==> src/rtl/parity_pkg.sv <==
// Shared definitions for the parity accumulator: FSM state encoding and
// the even/odd parity-sense constants.
package parity_pkg;

  typedef enum logic [1:0] {
    ST_IDLE  = 2'd0,
    ST_ACCUM = 2'd1,
    ST_HOLD  = 2'd2
  } state_e;

  localparam logic PARITY_EVEN = 1'b0;
  localparam logic PARITY_ODD  = 1'b1;

endpackage : parity_pkg

==> src/rtl/xor_reduce_n.sv <==
// Column XOR datapath: folds a word into the running column (or starts a
// fresh column) and reduces the current column to a single parity bit.
module xor_reduce_n #(
  parameter int WIDTH = 32
) (
  input  logic [WIDTH-1:0] col_i,
  input  logic [WIDTH-1:0] word_i,
  input  logic             clear_i,
  output logic [WIDTH-1:0] xor_o,
  output logic             parity_o
);

  logic [WIDTH-1:0] base_s;

  // Select the column seed and combine it with the incoming word
  always_comb begin
    base_s = col_i;
    if (clear_i) begin
      base_s = '0;
    end else begin
      base_s = col_i;
    end
    xor_o    = base_s ^ word_i;
    parity_o = ^col_i;
  end

endmodule : xor_reduce_n

==> src/rtl/parity_accumulator.sv <==
// Frame-level parity accumulator: XORs every accepted word of a frame into a
// column register and presents column, parity, count and overflow until consumed.
module parity_accumulator
  import parity_pkg::*;
#(
  parameter int   WIDTH = 32,
  parameter int   CNT_W = 8,
  parameter logic ODD   = PARITY_EVEN
) (
  input  logic             Clk,
  input  logic             Reset,
  input  logic             InValid,
  output logic             InReady,
  input  logic [WIDTH-1:0] InData,
  input  logic             InLast,
  output logic             OutValid,
  input  logic             OutReady,
  output logic [WIDTH-1:0] OutColumn,
  output logic             OutParity,
  output logic [CNT_W-1:0] OutCount,
  output logic             OutOverflow
);

  localparam logic [CNT_W-1:0] MAX_WORDS = '1;

  state_e           state_q, state_d;
  logic [WIDTH-1:0] col_q, col_d;
  logic [CNT_W-1:0] cnt_q, cnt_d;
  logic             ovf_q, ovf_d;
  logic [WIDTH-1:0] col_xor_s;
  logic             col_par_s;
  logic             accept_s;

  assign InReady  = (state_q != ST_HOLD);
  assign accept_s = InValid & InReady;

  xor_reduce_n #(
    .WIDTH (WIDTH)
  ) u_xor (
    .col_i    (col_q),
    .word_i   (InData),
    .clear_i  (state_q == ST_IDLE),
    .xor_o    (col_xor_s),
    .parity_o (col_par_s)
  );

  // Next-state, column, counter and overflow logic
  always_comb begin
    state_d = state_q;
    col_d   = col_q;
    cnt_d   = cnt_q;
    ovf_d   = ovf_q;
    case (state_q)
      ST_IDLE: begin
        if (accept_s) begin
          col_d   = col_xor_s;
          cnt_d   = CNT_W'(1);
          ovf_d   = 1'b0;
          state_d = InLast ? ST_HOLD : ST_ACCUM;
        end else begin
          state_d = ST_IDLE;
        end
      end
      ST_ACCUM: begin
        if (accept_s) begin
          col_d   = col_xor_s;
          state_d = InLast ? ST_HOLD : ST_ACCUM;
          // Saturate the count; the word still folds into the column
          if (cnt_q == MAX_WORDS) begin
            ovf_d = 1'b1;
          end else begin
            cnt_d = cnt_q + CNT_W'(1);
          end
        end else begin
          state_d = ST_ACCUM;
        end
      end
      ST_HOLD: begin
        if (OutReady) begin
          state_d = ST_IDLE;
        end else begin
          state_d = ST_HOLD;
        end
      end
      default: begin
        state_d = ST_IDLE;
      end
    endcase
  end

  // State and result registers with synchronous reset
  always_ff @(posedge Clk) begin
    if (Reset) begin
      state_q <= ST_IDLE;
      col_q   <= '0;
      cnt_q   <= '0;
      ovf_q   <= 1'b0;
    end else begin
      state_q <= state_d;
      col_q   <= col_d;
      cnt_q   <= cnt_d;
      ovf_q   <= ovf_d;
    end
  end

  assign OutValid    = (state_q == ST_HOLD);
  assign OutColumn   = col_q;
  assign OutCount    = cnt_q;
  assign OutOverflow = ovf_q;
  assign OutParity   = col_par_s ^ ODD;

endmodule : parity_accumulator

==> config.mk <==
export PLATFORM = sky130hd
export DESIGN_NAME = parity_accumulator
export DESIGN_NICKNAME = d
export VERILOG_FILES = /design/src/rtl/parity_pkg.sv /design/src/rtl/xor_reduce_n.sv /design/src/rtl/parity_accumulator.sv
export SDC_FILE = /design/constraint.sdc
export NUM_CORES = 1
export LEC_CHECK = 0
export CAP_MARGIN = 20
export CORE_MARGIN = 3
export CORE_UTILIZATION = 35
export DETAILED_ROUTE_END_ITERATION = 10
export PLACE_DENSITY = 0.66
export SETUP_SLACK_MARGIN = 0.2
export SLEW_MARGIN = 20
export SYNTH_ARGS = -nofsm -noshare
export SYNTH_HDL_FRONTEND = slang
export SYNTH_HIERARCHICAL = 1
export SYNTH_SLANG_ARGS = --single-unit
==> constraint.sdc <==
create_clock -name Clk -period 1.48 [get_ports Clk]
set_input_delay 0.296 -clock Clk [delete_from_list [all_inputs] [get_ports Clk]]
set_output_delay 0.296 -clock Clk [all_outputs]
set_load 0.005 [all_outputs]
==> impl_metrics.py <==
metrics = {
    "run_status": {
        "status": "complete, but fails checks",
        "violations": "negative setup slack",
    },
    "global_routing": {
        "antenna_found_initial": 0,
        "track_usage": 0.1959,
        "grt_max_degree": 31,
        "grt.overflow.total": 0,
        "grt_pass1_wl_um": 12160,
        "first_global_vias": 2562,
    },
    "setup_path": {
        "reg2reg_to": "OutCount[5]$_SDFFE_PP0P_",
        "cp-start-kind": "flop",
        "worstPathCellList": "xor2_2 -> xnor2_2 -> xnor2_1 -> xnor2_1 -> xnor2_1 -> buf_2",
        "r2r_cells": 7,
        "r2r-start": "OutCount[0]$_SDFFE_PP0P_",
        "r2r_setup_slack_ps": -60,
        "crit_type": "flop to output pin",
        "end_kind": "output pin",
        "slowest_stage": "dfxtp_2",
        "cp.required_ps": 1180,
        "max_stage_delay_ps": 340,
        "worst_path_most_repeated_cell": "xnor2_1",
        "crit_arrival_ps": 1670,
        "crit_fanout": 2,
    },
    "synth": {
        "avgSynthCellArea_um2": 7.953,
        "postSynthCellCount": 306,
        "yosysTopAreaCell": "dfxtp_1",
        "ys_types": 33,
        "yosysWarnings": 6,
        "async_reset_ff_frac": 0,
        "ys_top_cells_by_area": "dfxtp_1 (35%), xnor2_1 (22%), nand2_1 (10%), nand2b_1 (8.2%), a21oi_1 (8.0%)",
        "synth_top_area_frac": 0.3537,
        "synth_seq_cells": 43,
        "synth_area_um2": 2434,
        "yosysSeqAreaShare": 0.3537,
        "synthMostInstantiatedCell": "nand2_1",
        "synth_flop_cell": "dfxtp_1",
        "synth_common_cells": "nand2_1 (68), xnor2_1 (60), dfxtp_1 (43), a21oi_1 (39), nand2b_1 (32)",
        "synth_edf_count": 0,
        "synth_fp_nets": 344,
    },
    "placed_design": {
        "place_congestion": 0.8254,
        "dp_hpwl_um": 4652,
        "preCtsSetupSlack_ps": -566.9,
        "port-buffer-count": 80,
    },
    "worst_hold_path": {
        "hold_start": "Reset",
        "whs_endpoint": "OutColumn[30]$_SDFFE_PP0P_",
        "whs_path_depth": 2,
        "worstHoldPathType": "input port to flop",
    },
    "floorplan": {
        "initial_core_util": 0.3726,
        "ios": 81,
        "num_rows": 29,
        "die_w_um": 89.39,
        "core_area_um2": 6531,
        "dieArea_um2": 7990,
        "die_h_um": 89.39,
    },
    "clocking": {
        "clk_latency_ps": 300,
        "cts_root_buffer": "clkbuf_8",
        "cts_hold_buf": 0,
        "h-tree-depth": 2,
        "clkSinkCount": 43,
        "clk_pin_slew_ps": 80,
        "cts_tree": "built",
        "clockBufferDepth": 2,
        "cts_buffers": 5,
    },
    "sta": {
        "drv_slew": 0,
        "hold_viol": 0,
        "maxSlewHeadroom": 0.7119,
        "fin_crit_sh": 1.325,
        "tightest_slew_ps": 432.2,
        "fmax_mhz": 509.8,
        "setup_viol": 5,
        "period_needed_ps": 1962,
        "rsz0062_at_grt": "true",
        "setup_ws_ps": -481.6,
        "skew_ps": 7.102,
    },
    "drt": {
        "viasPerCell": 4.854,
        "first_pass_iters": 4,
        "routed_wirelength_um": 8355,
        "via_count": 2665,
        "drc_errors": 0,
        "drt_iter0_markers": 87,
        "wl_per_cell_um": 15.22,
        "antenna_violating_nets_post_route": 0,
    },
    "layout": {
        "final_core_util": 0.7475,
        "multi_input_area_um2": 2183,
        "nets": 509,
        "antennaDiodeCount": 0,
        "final_layout_size_suffix_gt1_frac": 0.6102,
        "area_growth_pct": 100.6,
        "seqCellArea_um2": 930.9,
        "fill_cells": 482,
    },
    "job": {
        "maxCapViolations": 0,
    },
    "pwr": {
        "p_sw_mw": 1.088,
        "p_clk_frac": 0.261,
        "sequentialPowerShare": 0.346,
        "p_int_mw": 2.628,
        "p_per_area_nw_per_um2": 761.2,
        "netSwitchingFraction": 0.2928,
        "total_leakage_power_nw": 2.222,
        "peakVddDrop_v": 0.0004226,
        "p_comb_frac": 0.393,
    },
}
-- how the worst max path moves through the flow --
stage	start	slack, ps	to
3_3_place_gp	OutColumn[16]$_SDFFE_PP0P_	-560	OutParity
2_1_floorplan	OutColumn[17]$_SDFFE_PP0P_	90	OutParity
6_report	OutColumn[17]$_SDFFE_PP0P_	-480	OutParity
4_1_cts	OutColumn[17]$_SDFFE_PP0P_	-480	OutParity
3_5_place_dp	OutColumn[17]$_SDFFE_PP0P_	-570	OutParity
5_1_grt	OutColumn[28]$_SDFFE_PP0P_	-590	OutParity
-- state kept, by name, indices dropped and copies added (netlist names) --
signal and count:
OutColumn 32, OutCount 8, OutOverflow 1, state_q 2
-- per-layer routing --
layer | track usage | vias to the layer above | part of all wire
met5 | 0 | - | 0
met4 | 0.05413 | 0 | 0.010
met3 | 0.03594 | 7 | 0.042
met2 | 0.3590 | 62 | 0.53
met1 | 0.2322 | 1270 | 0.41
li1 | - | 1326 | -
-- power groups by stage --
stage / Combinational, mW / Clock (mW) / Sequential, mW
after floorplan: 0.556 / 0 / 1.34
after global routing: 1.56 / 1.03 / 1.29
final: 1.46 / 0.970 / 1.29
after CTS: 1.34 / 0.985 / 1.28
after detailed placement: 1.15 / 0 / 1.31
after global placement: 1.14 / 0 / 1.31
-- area by class of cell --
| class | instances | share of cell area |
|---|---|---|
| Inverter | 1 | 0.0007688 |
| Sequential cell | 43 | 0.1907 |
| Tap cell | 77 | 0.01973 |
| Clock inverter | 2 | 0.007176 |
| Clock buffer | 6 | 0.01691 |
| Multi-Input combinational cell | 246 | 0.4472 |
| Timing Repair Buffer | 174 | 0.3175 |
-- logic make-up (layout without fill, tap and decap cells) --
family,Yosys count,in the layout,share of synthesized area
xor gates and xnor gates,63,63,0.2267
adders and majority gates,1,1,0.005141
buffers and inverters,17,183,0.02930
AOI/OAI and AO/OA,54,54,0.1321
DFF,43,43,0.3537
and+or+nand+nor,128,128,0.2530
-- per-stage QoR --
stage	instance area (um^2)	power (mW)	instances	setup TNS (ps)	hold slack, ps
after floorplan	2522	1.893	306	0	408.9
after global placement	3745	2.449	499	-6861	467.9
after detailed placement	3745	2.458	499	-8217	478.4
after CTS	4602	3.606	531	-624.1	334.5
after global routing	4882	3.880	549	-997.1	376.0
final	4882	3.716	549	-629.4	369.1
-- critical path: cells and delay by family (launching register included) --
kind                   cells  cell delay, ps
XOR/XNOR                   5             890
flip-flops                 1             340
buffers and inverters      1             130
-- repair_timing --
item                                    CTS  global route
cloned                                    3             0
buffers inserted                         21            18
gates resized for setup                 230            80
pin swaps                                54            54
endpoints found under the setup margin   84            74
-- placed cells by master (no fill, tap or decap), types with 2 or more instances in the layout --
master | netlist | routed
buf_4 | 0 | 54
xnor2_2 | 0 | 36
nand2_2 | 0 | 2
nand2_1 | 68 | 66
clkdlybuf4s50_1 | 0 | 34
buf_6 | 1 | 45
dlygate4sd2_1 | 0 | 5
a21oi_1 | 39 | 23
dfxtp_4 | 0 | 7
xnor2_1 | 60 | 24
clkbuf_2 | 0 | 17
dfxtp_2 | 0 | 35
nor2_1 | 9 | 6
nor2b_4 | 0 | 2
or2b_1 | 4 | 4
or4_4 | 0 | 2
nand2b_4 | 0 | 29
a21oi_2 | 0 | 15
xor2_2 | 0 | 2
clkbuf_8 | 0 | 6
nand3_1 | 4 | 2
nor2_4 | 0 | 2
nand2b_1 | 32 | 3
buf_12 | 0 | 2
buf_2 | 0 | 13
Note: power is estimated with default switching activity, not from simulation.
